===== config.mk =====
export PLATFORM = sky130hd
export DESIGN_NAME = matrix_result_streamer_flat
export DESIGN_NICKNAME = d
export VERILOG_FILES = /design/src/rtl/matrix_pkg.sv /design/src/rtl/matrix_result_streamer_if.sv /design/src/rtl/elem_saturate.sv /design/src/rtl/matrix_result_streamer.sv /design/src/flat_wrapper.sv
export SDC_FILE = /design/constraint.sdc
export NUM_CORES = 1
export LEC_CHECK = 0
export CAP_MARGIN = 20
export CORE_ASPECT_RATIO = 0.9
export CORE_MARGIN = 3
export CORE_UTILIZATION = 51
export CTS_BUF_LIST = sky130_fd_sc_hd__clkbuf_8
export CTS_CLUSTER_DIAMETER = 100
export DETAILED_ROUTE_END_ITERATION = 10
export PLACE_DENSITY = 0.83
export SYNTH_ARGS = -nofsm -noshare
export SYNTH_HDL_FRONTEND = slang
export SYNTH_SLANG_ARGS = --single-unit

===== constraint.sdc =====
create_clock -name clk -period 4.9 [get_ports clk]
set_input_delay 0.98 -clock clk [delete_from_list [all_inputs] [get_ports clk]]
set_output_delay 0.98 -clock clk [all_outputs]
set_load 0.005 [all_outputs]

===== src/rtl/matrix_pkg.sv =====
// Shared widths, saturation limit and state encoding for the matrix result streamer.
package matrix_pkg;
    localparam int ELEM_W = 32;
    localparam int N_ELEM = 16;
    localparam int MAT_W  = ELEM_W * N_ELEM;
    localparam int IDX_W  = $clog2(N_ELEM);

    localparam logic [15:0] SAT_LIMIT = 16'hFFFF;

    typedef enum logic {
        ST_IDLE   = 1'b0,
        ST_STREAM = 1'b1
    } state_e;
endpackage


===== src/rtl/matrix_result_streamer_if.sv =====
// Load side and element stream of the matrix result streamer; master is the streamer itself.
interface matrix_result_streamer_if;
    import matrix_pkg::*;

    logic               load;
    logic [MAT_W-1:0]   matrix_in;
    logic               narrow;
    logic               load_ready;
    logic [ELEM_W-1:0]  out_data;
    logic [1:0]         out_row;
    logic [1:0]         out_col;
    logic               out_valid;
    logic               out_ready;
    logic               out_last;
    logic [7:0]         frames_done;

    modport master (
        input  load, matrix_in, narrow, out_ready,
        output load_ready, out_data, out_row, out_col, out_valid, out_last, frames_done
    );

    modport slave (
        output load, matrix_in, narrow, out_ready,
        input  load_ready, out_data, out_row, out_col, out_valid, out_last, frames_done
    );
endinterface


===== src/rtl/elem_saturate.sv =====
// Clamps one element to the 16-bit limit when narrow is set; purely combinational.
module elem_saturate
    import matrix_pkg::*;
(
    input  logic [ELEM_W-1:0] elem_in,
    input  logic              narrow,
    output logic [ELEM_W-1:0] elem_out
);
    localparam logic [ELEM_W-1:0] LIMIT = ELEM_W'(SAT_LIMIT);

    assign elem_out = (narrow && (elem_in > LIMIT)) ? LIMIT : elem_in;
endmodule


===== src/rtl/matrix_result_streamer.sv =====
// Captures a 4x4 product matrix and streams it element by element, row-major.
// One cycle load-to-valid; load is re-accepted on the final transfer so frames run back to back.
module matrix_result_streamer #(
    parameter int ELEM_W = matrix_pkg::ELEM_W,
    parameter int N_ELEM = matrix_pkg::N_ELEM
) (
    input  logic                       clk,
    input  logic                       reset,
    matrix_result_streamer_if.master   bus
);
    import matrix_pkg::*;

    localparam int              IW   = $clog2(N_ELEM);
    localparam logic [IW-1:0]   LAST = IW'(N_ELEM - 1);

    state_e                     state_q, state_d;
    logic [IW-1:0]              idx_q, idx_d;
    logic [N_ELEM*ELEM_W-1:0]   mat_q, mat_d;
    logic                       narrow_q, narrow_d;
    logic [7:0]                 frames_q, frames_d;

    logic                       streaming;
    logic                       at_last;
    logic                       xfer;
    logic                       accept;
    logic [ELEM_W-1:0]          elem_sel;

    always_comb begin
        streaming      = (state_q == ST_STREAM);
        at_last        = streaming && (idx_q == LAST);
        xfer           = streaming && bus.out_ready;
        bus.load_ready = !streaming || (at_last && bus.out_ready);
        accept         = bus.load && bus.load_ready;

        state_d  = state_q;
        idx_d    = idx_q;
        mat_d    = mat_q;
        narrow_d = narrow_q;
        frames_d = frames_q;

        if (xfer) begin
            idx_d = idx_q + 1'b1;
            if (at_last) begin
                frames_d = frames_q + 8'd1;
                state_d  = ST_IDLE;
            end
        end

        // A load accepted on the final transfer overrides the return to idle.
        if (accept) begin
            mat_d    = bus.matrix_in;
            narrow_d = bus.narrow;
            idx_d    = '0;
            state_d  = ST_STREAM;
        end
    end

    always_ff @(posedge clk) begin
        if (reset) begin
            state_q  <= ST_IDLE;
            idx_q    <= '0;
            mat_q    <= '0;
            narrow_q <= 1'b0;
            frames_q <= '0;
        end else begin
            state_q  <= state_d;
            idx_q    <= idx_d;
            mat_q    <= mat_d;
            narrow_q <= narrow_d;
            frames_q <= frames_d;
        end
    end

    // Elements come only from the captured copy, so upstream may change matrix_in freely.
    assign elem_sel = mat_q[int'(idx_q) * ELEM_W +: ELEM_W];

    elem_saturate u_sat (
        .elem_in  (elem_sel),
        .narrow   (narrow_q),
        .elem_out (bus.out_data)
    );

    assign bus.out_valid   = streaming;
    assign bus.out_last    = at_last;
    assign bus.out_row     = idx_q[3:2];
    assign bus.out_col     = idx_q[1:0];
    assign bus.frames_done = frames_q;
endmodule


===== src/flat_wrapper.sv =====
// flat-port wrapper written by rule: the top's interface ports become plain ports
module matrix_result_streamer_flat import matrix_pkg::*;
#(
    parameter int ELEM_W = matrix_pkg::ELEM_W,
    parameter int N_ELEM = matrix_pkg::N_ELEM
)
  (clk, reset, bus_load, bus_matrix_in, bus_narrow, bus_out_ready, bus_load_ready, bus_out_data, bus_out_row, bus_out_col, bus_out_valid, bus_out_last, bus_frames_done);
  matrix_result_streamer_if bus_i ();
  input  logic clk;
  input  logic reset;
  input wire logic [$bits(bus_i.load)-1:0] bus_load;
  input wire logic [$bits(bus_i.matrix_in)-1:0] bus_matrix_in;
  input wire logic [$bits(bus_i.narrow)-1:0] bus_narrow;
  input wire logic [$bits(bus_i.out_ready)-1:0] bus_out_ready;
  output wire logic [$bits(bus_i.load_ready)-1:0] bus_load_ready;
  output wire logic [$bits(bus_i.out_data)-1:0] bus_out_data;
  output wire logic [$bits(bus_i.out_row)-1:0] bus_out_row;
  output wire logic [$bits(bus_i.out_col)-1:0] bus_out_col;
  output wire logic [$bits(bus_i.out_valid)-1:0] bus_out_valid;
  output wire logic [$bits(bus_i.out_last)-1:0] bus_out_last;
  output wire logic [$bits(bus_i.frames_done)-1:0] bus_frames_done;
  assign bus_i.load = bus_load;
  assign bus_i.matrix_in = bus_matrix_in;
  assign bus_i.narrow = bus_narrow;
  assign bus_i.out_ready = bus_out_ready;
  assign bus_load_ready = bus_i.load_ready;
  assign bus_out_data = bus_i.out_data;
  assign bus_out_row = bus_i.out_row;
  assign bus_out_col = bus_i.out_col;
  assign bus_out_valid = bus_i.out_valid;
  assign bus_out_last = bus_i.out_last;
  assign bus_frames_done = bus_i.frames_done;
  matrix_result_streamer #(.ELEM_W(ELEM_W), .N_ELEM(N_ELEM)) u_core (.clk(clk), .reset(reset), .bus(bus_i));
endmodule

After elaboration in Yosys (flattened, before gate mapping). Index checks and enable logic that the tools add are counted. Widths: inputs -> output; s select.

Bits of input ports: 517. Register bits: 526. Output and inout bits: 47. Word-level logic and storage cells: 26.

Eq/ne operators: 1. Magnitude comparators: 1. Shifts and indexed selects: 1. Add/sub/neg operators: 2. Reductions and logical operators: 12. Mux-type cells: 4.

Operators with widths (count): $shiftx 512x10->32 (1); $gt 32x16->1 const B (1); $mux 32 (1); $add 8x1->8 const B (1); $logic_and 1x1->1 (5); $add 4x1->4 const B (1); $eq 4x4->1 const B (1); $reduce_and 2->1 (2); $reduce_bool 2->1 (2); $mux 1 (3); $reduce_or 2->1 (1); $logic_not 1->1 (1); $logic_or 1x1->1 (1).

Logic depth before layout (Yosys ltp).
Depth in word-level cells: 7. Gate-level depth with buffers: 12. Mapped depth without buffers: 7.

Modules after synthesis. From an unflattened synthesis, not the netlist that was laid out.

Cell total of the unflattened synthesis: 2713. Area total of the unflattened synthesis: 22560.4 sq um.

By module, submodules not included: matrix_result_streamer (seq. area each 10530.1 sq um, cells an instance 2673, times used 1, area each 22260.1 sq um); elem_saturate (seq. area each 0.0 sq um, cells an instance 40, times used 1, area each 300.3 sq um).

Worst setup path before layout. Ideal clock, no wire load.

Path type: flip-flop to output port. From: register u_core.idx_q[1]. To: output bus_out_data[10]. Stages on the path, launching flop included: 10. Path buffers: 4. Slack: 1.132 ns. Data arrival time: 2.788 ns. Cells stage by stage: dfxtp_1 clkbuf_1 clkbuf_1 buf_1 mux4_2 a221oi_1 nand2_1 o41ai_4 buf_6 nand3_2.

Word-level cells in the longest chain between the ends: 4.

RTL lines: start, declared (RTL line matrix_result_streamer.sv:17) `logic [IW-1:0] idx_q, idx_d;`; start signal, assigned (RTL line matrix_result_streamer.sv:67) `idx_q <= idx_d;`; $shiftx 512x10->32 (*) (RTL line matrix_result_streamer.sv:75) `assign elem_sel = mat_q[int'(idx_q) * ELEM_W +: ELEM_W];`; $gt 32x16->1 (RTL line elem_saturate.sv:11) `assign elem_out = (narrow && (elem_in > LIMIT)) ? LIMIT : elem_in;`; $logic_and 1x1->1 (RTL line elem_saturate.sv:11); $mux 32 (*) (RTL line elem_saturate.sv:11); end, declared (RTL line flat_wrapper.sv:16) `output wire logic [$bits(bus_i.out_data)-1:0] bus_out_data;`.

Mark *: on every way between the ends. The rest lies on a longest branch, timed or not.

Worst setup path after layout.
From: register u_core.idx_q[0]. To: output bus_out_data[8].

The elaborated chain is that of the path after synthesis.

==> summary.txt <==
Global routing
  • Initial antenna violation count: 11
  • Vias in the first global route: 21,200
  • Remaining global-route overflow: 0
  • Total track usage: 37.3%
  • Largest net degree at the start of global routing: 163
  • First-pass GRT wire length: 128 mm

Clock network
  • TritonCTS Buffers: 85
  • Root Driver: clkbuf_8
  • Skew-Pair Late Insertion Delay: 670 ps
  • Reg clk slew, reported paths: 60 ps
  • Sink Count: 526
  • CTS H-tree lvls: 3
  • CTS max path bufs: 3
  • CTS tree: built

Routing
  • Wire per inst: 23.7 um
  • Routed WL: 88.2 mm
  • Iter 0 DRT Violations: 2,353
  • DR pass1 iterations: 6
  • Vias: 21,700
  • Residual DRC: 0
  • Vias/cell: 5.84
  • Routed Antenna Nets: 0

STA
  • Tcrit/Tclk final: 98.4%
  • Clk_skew: 29.4 ps
  • Slew HR: 31.7%
  • Slew Viols, Final: 0
  • Fmax: 207 MHz
  • Final setup violation count: 0
  • Actual slew at the worst max-slew pin: 1020 ps
  • RSZ-0062 raised after global routing: no
  • Hold Vio Cnt, Final: 0
  • Minimum clock period: 4820 ps

Place
  • IO Port Bufs: 563
  • Area after DPL: 28,300 um2
  • HPWL after detailed placement: 67.1 mm
  • Placer Congestion: 0.981
  • Cell total after placement: 3,557

Floorplan
  • Starting Density: 52.3%
  • Die area: 46,000 um2
  • Core area: 42,400 um2
  • FP Rows: 71
  • Die Height: 204 um
  • Die width: 226 um
  • # IOs: 564

Yosys
  • Post-Syn Area: 22,100 um2
  • Post-synth top flop: dfxtp_1
  • Post-synth ARST share: 0%
  • Mapped Cells: 2,600
  • Post-Syn Area per Cell: 8.52 um2
  • Number of flops mapped to enable cells by yosys: 0
  • Register area share after synthesis: 47.5%
  • Syn nets: 3,119
  • Yosys cell types: 44
  • Synth warnings: 0
  • #FFs+latches synth: 526

Worst setup path
  • CP max stage delay: 560 ps
  • Buf/Inv on CP: 6
  • WS Path Type: flip-flop to output port
  • CP startpoint kind: flip-flop
  • CP max stage cell: mux4_2
  • Worst setup path endpoint: bus_out_data[8]
  • WP depth: 12
  • Flop-to-flop setup slack: 1650 ps
  • Cells on worst reg2reg path: 9
  • Worst Setup End Kind: output port
  • Crit path arrival time: 3840 ps
  • Crit path launch: u_core.idx_q[0]
  • Critical path peak fanout: 7
  • Worst reg2reg path endpoint: u_core.mat_q[495]
  • Critical Path RT: 3920 ps
  • Kind of cell adding the most delay to the critical path: buffers and inverters
  • Reg-to-Reg Start: u_core.idx_q[1]
  • Crit path cell chain: buf_8 > buf_4 > mux4_2 > a22o_1 > a221oi_2 > nand2_1 > o41ai_4 > buf_12 > buf_4 > buf_12 > nand3_2 > dlygate4sd2_1

Run status
  • Outcome: finished, final reports clean

Finish
  • Area Growth Syn to Fin: 36.6%
  • Layout cells sized above 1: 11.7%
  • Post-Layout Inst Area: 30,300 um2
  • Final #Nets: 3,635
  • Fin cells: 3,724

Flow run
  • Max Cap Violations: 0

Min path
  • Min-Delay Path Class: flip-flop to flip-flop

Power
  • Total power divided by cell area: 325 nW/um2
  • Peak VDD IR: 219 uV
  • Leakage power: 11.4 nW
-- flip-flops by register name (all words and copies together), names as in the netlist --
signal / cells
u_core.bus.frames_done: 8
u_core.bus.out_valid: 1
u_core.idx_q: 4
u_core.mat_q: 512
u_core.narrow_q: 1
-- worst reg2reg max path, delay by kind of cell (launching register included) --
family          cells  cell delay [ps]
flops               1              540
buf+inv             3              940
simple gates        3              850
fa+ha+maj           1              220
compound gates      2              590
-- worst min path at each step --
| stage | startpoint | end | slack [ps] | cells past startpoint |
|---|---|---|---|---|
| 4_1_cts | u_core.mat_q[503] | u_core.mat_q[503] | 450 | 2 |
| 6_report | u_core.mat_q[503] | u_core.mat_q[503] | 450 | 2 |
| 2_1_floorplan | u_core.mat_q[179] | u_core.mat_q[179] | 430 | 2 |
| 5_1_grt | u_core.mat_q[147] | u_core.mat_q[147] | 460 | 2 |
| 3_5_place_dp | u_core.mat_q[503] | u_core.mat_q[503] | 440 | 2 |
| 3_3_place_gp | u_core.mat_q[334] | u_core.mat_q[334] | 440 | 2 |
-- power breakdown --
part	leakage (nW)	switching [W]	internal, W
combinational	6.13	0.000750	0.000776
clock	0.933	0.00177	0.00188
sequential	4.32	0.000151	0.00452
total	11.4	0.00267	0.00718
-- layer usage --
metal	wire (um)	GRT usage (%)
met5	81	0
met4	4680	17.9
met3	8270	8.98
met2	41300	60.1
met1	33900	47.3
-- stage by stage --
stage / worst slack, ps / hold slack (ps) / total power, W / setup TNS, ps / utilization (%)
detailed placement: -10.3 / 444 / 0.00623 / -10.3 / 66.7
global placement: 42.3 / 439 / 0.00620 / 0 / 66.7
floorplan: 1130 / 432 / 0.00537 / 0 / -
global route: 5.43 / 464 / 0.0102 / 0 / 71.4
CTS: -45.4 / 452 / 0.00983 / -45.4 / 71.1
finish: 80.2 / 452 / 0.00984 / 0 / 71.4
-- cells in the mapped netlist (10+ instances only) --
| cell type | number | area, um2 |
|---|---|---|
| a21oi_1 | 523 | 2620 |
| a22oi_1 | 16 | 120 |
| buf_2 | 11 | 55.1 |
| clkbuf_1 | 191 | 717 |
| dfxtp_1 | 526 | 10500 |
| inv_1 | 21 | 78.8 |
| mux2i_1 | 15 | 150 |
| mux4_2 | 130 | 2930 |
| nand2_1 | 1041 | 3910 |
| nand3_1 | 10 | 50.1 |
| nand3_2 | 10 | 100 |
| nor2_1 | 20 | 75.1 |
-- layout make-up --
cell class,instances,area (um2)
fillers,3217,12100
multi-input cells,1836,10700
flip-flops and latches,526,10500
repair buffers,646,6600
clock buffers,102,1400
well taps,547,684
clock inverters,42,193
inverters,21,78.8
diodes,4,10.0
-- timing repair --
item                       in CTS  in global routing
gates resized for setup        31                 17
pin swaps                       3                  5
setup endpoints to repair      16                  9
hold buffers                    0                  0
hold endpoints to repair        0                  0
setup buffers                  12                  5
cloned                          1                  1
-- layout by cell type, fill, tap and decap left out, types with 3 or more instances in the layout --
cell	count
buf_4	57
o2bb2ai_1	3
dlymetal6s2s_1	8
a22oi_1	5
nor2b_1	3
mux2i_1	15
diode_2	4
nor3_1	5
clkinv_2	11
dfxtp_1	523
a22oi_2	12
nand2_1	1040
nand3_2	8
nor2_1	20
and3_1	3
a221oi_1	4
a22o_1	8
xor2_1	6
clkdlybuf4s50_1	547
a221oi_2	3
a21oi_1	523
mux4_2	132
dlygate4sd2_1	7
mux4_1	4
clkbuf_8	102
buf_12	19
nand3_1	10
xnor2_1	4
inv_1	47
inv_6	3
buf_8	3
-- cells by family after synthesis --
kind of cell	synth area share, %
AO/OA/AOI/OAI	13.5
XOR/XNOR	0.395
adder cells (fa/ha/maj)	0.113
buffers and inverters	4.39
flip-flops	47.5
multiplexers	14.7
AND/OR/NAND/NOR	19.3
Power figures use the tool's default switching activity.
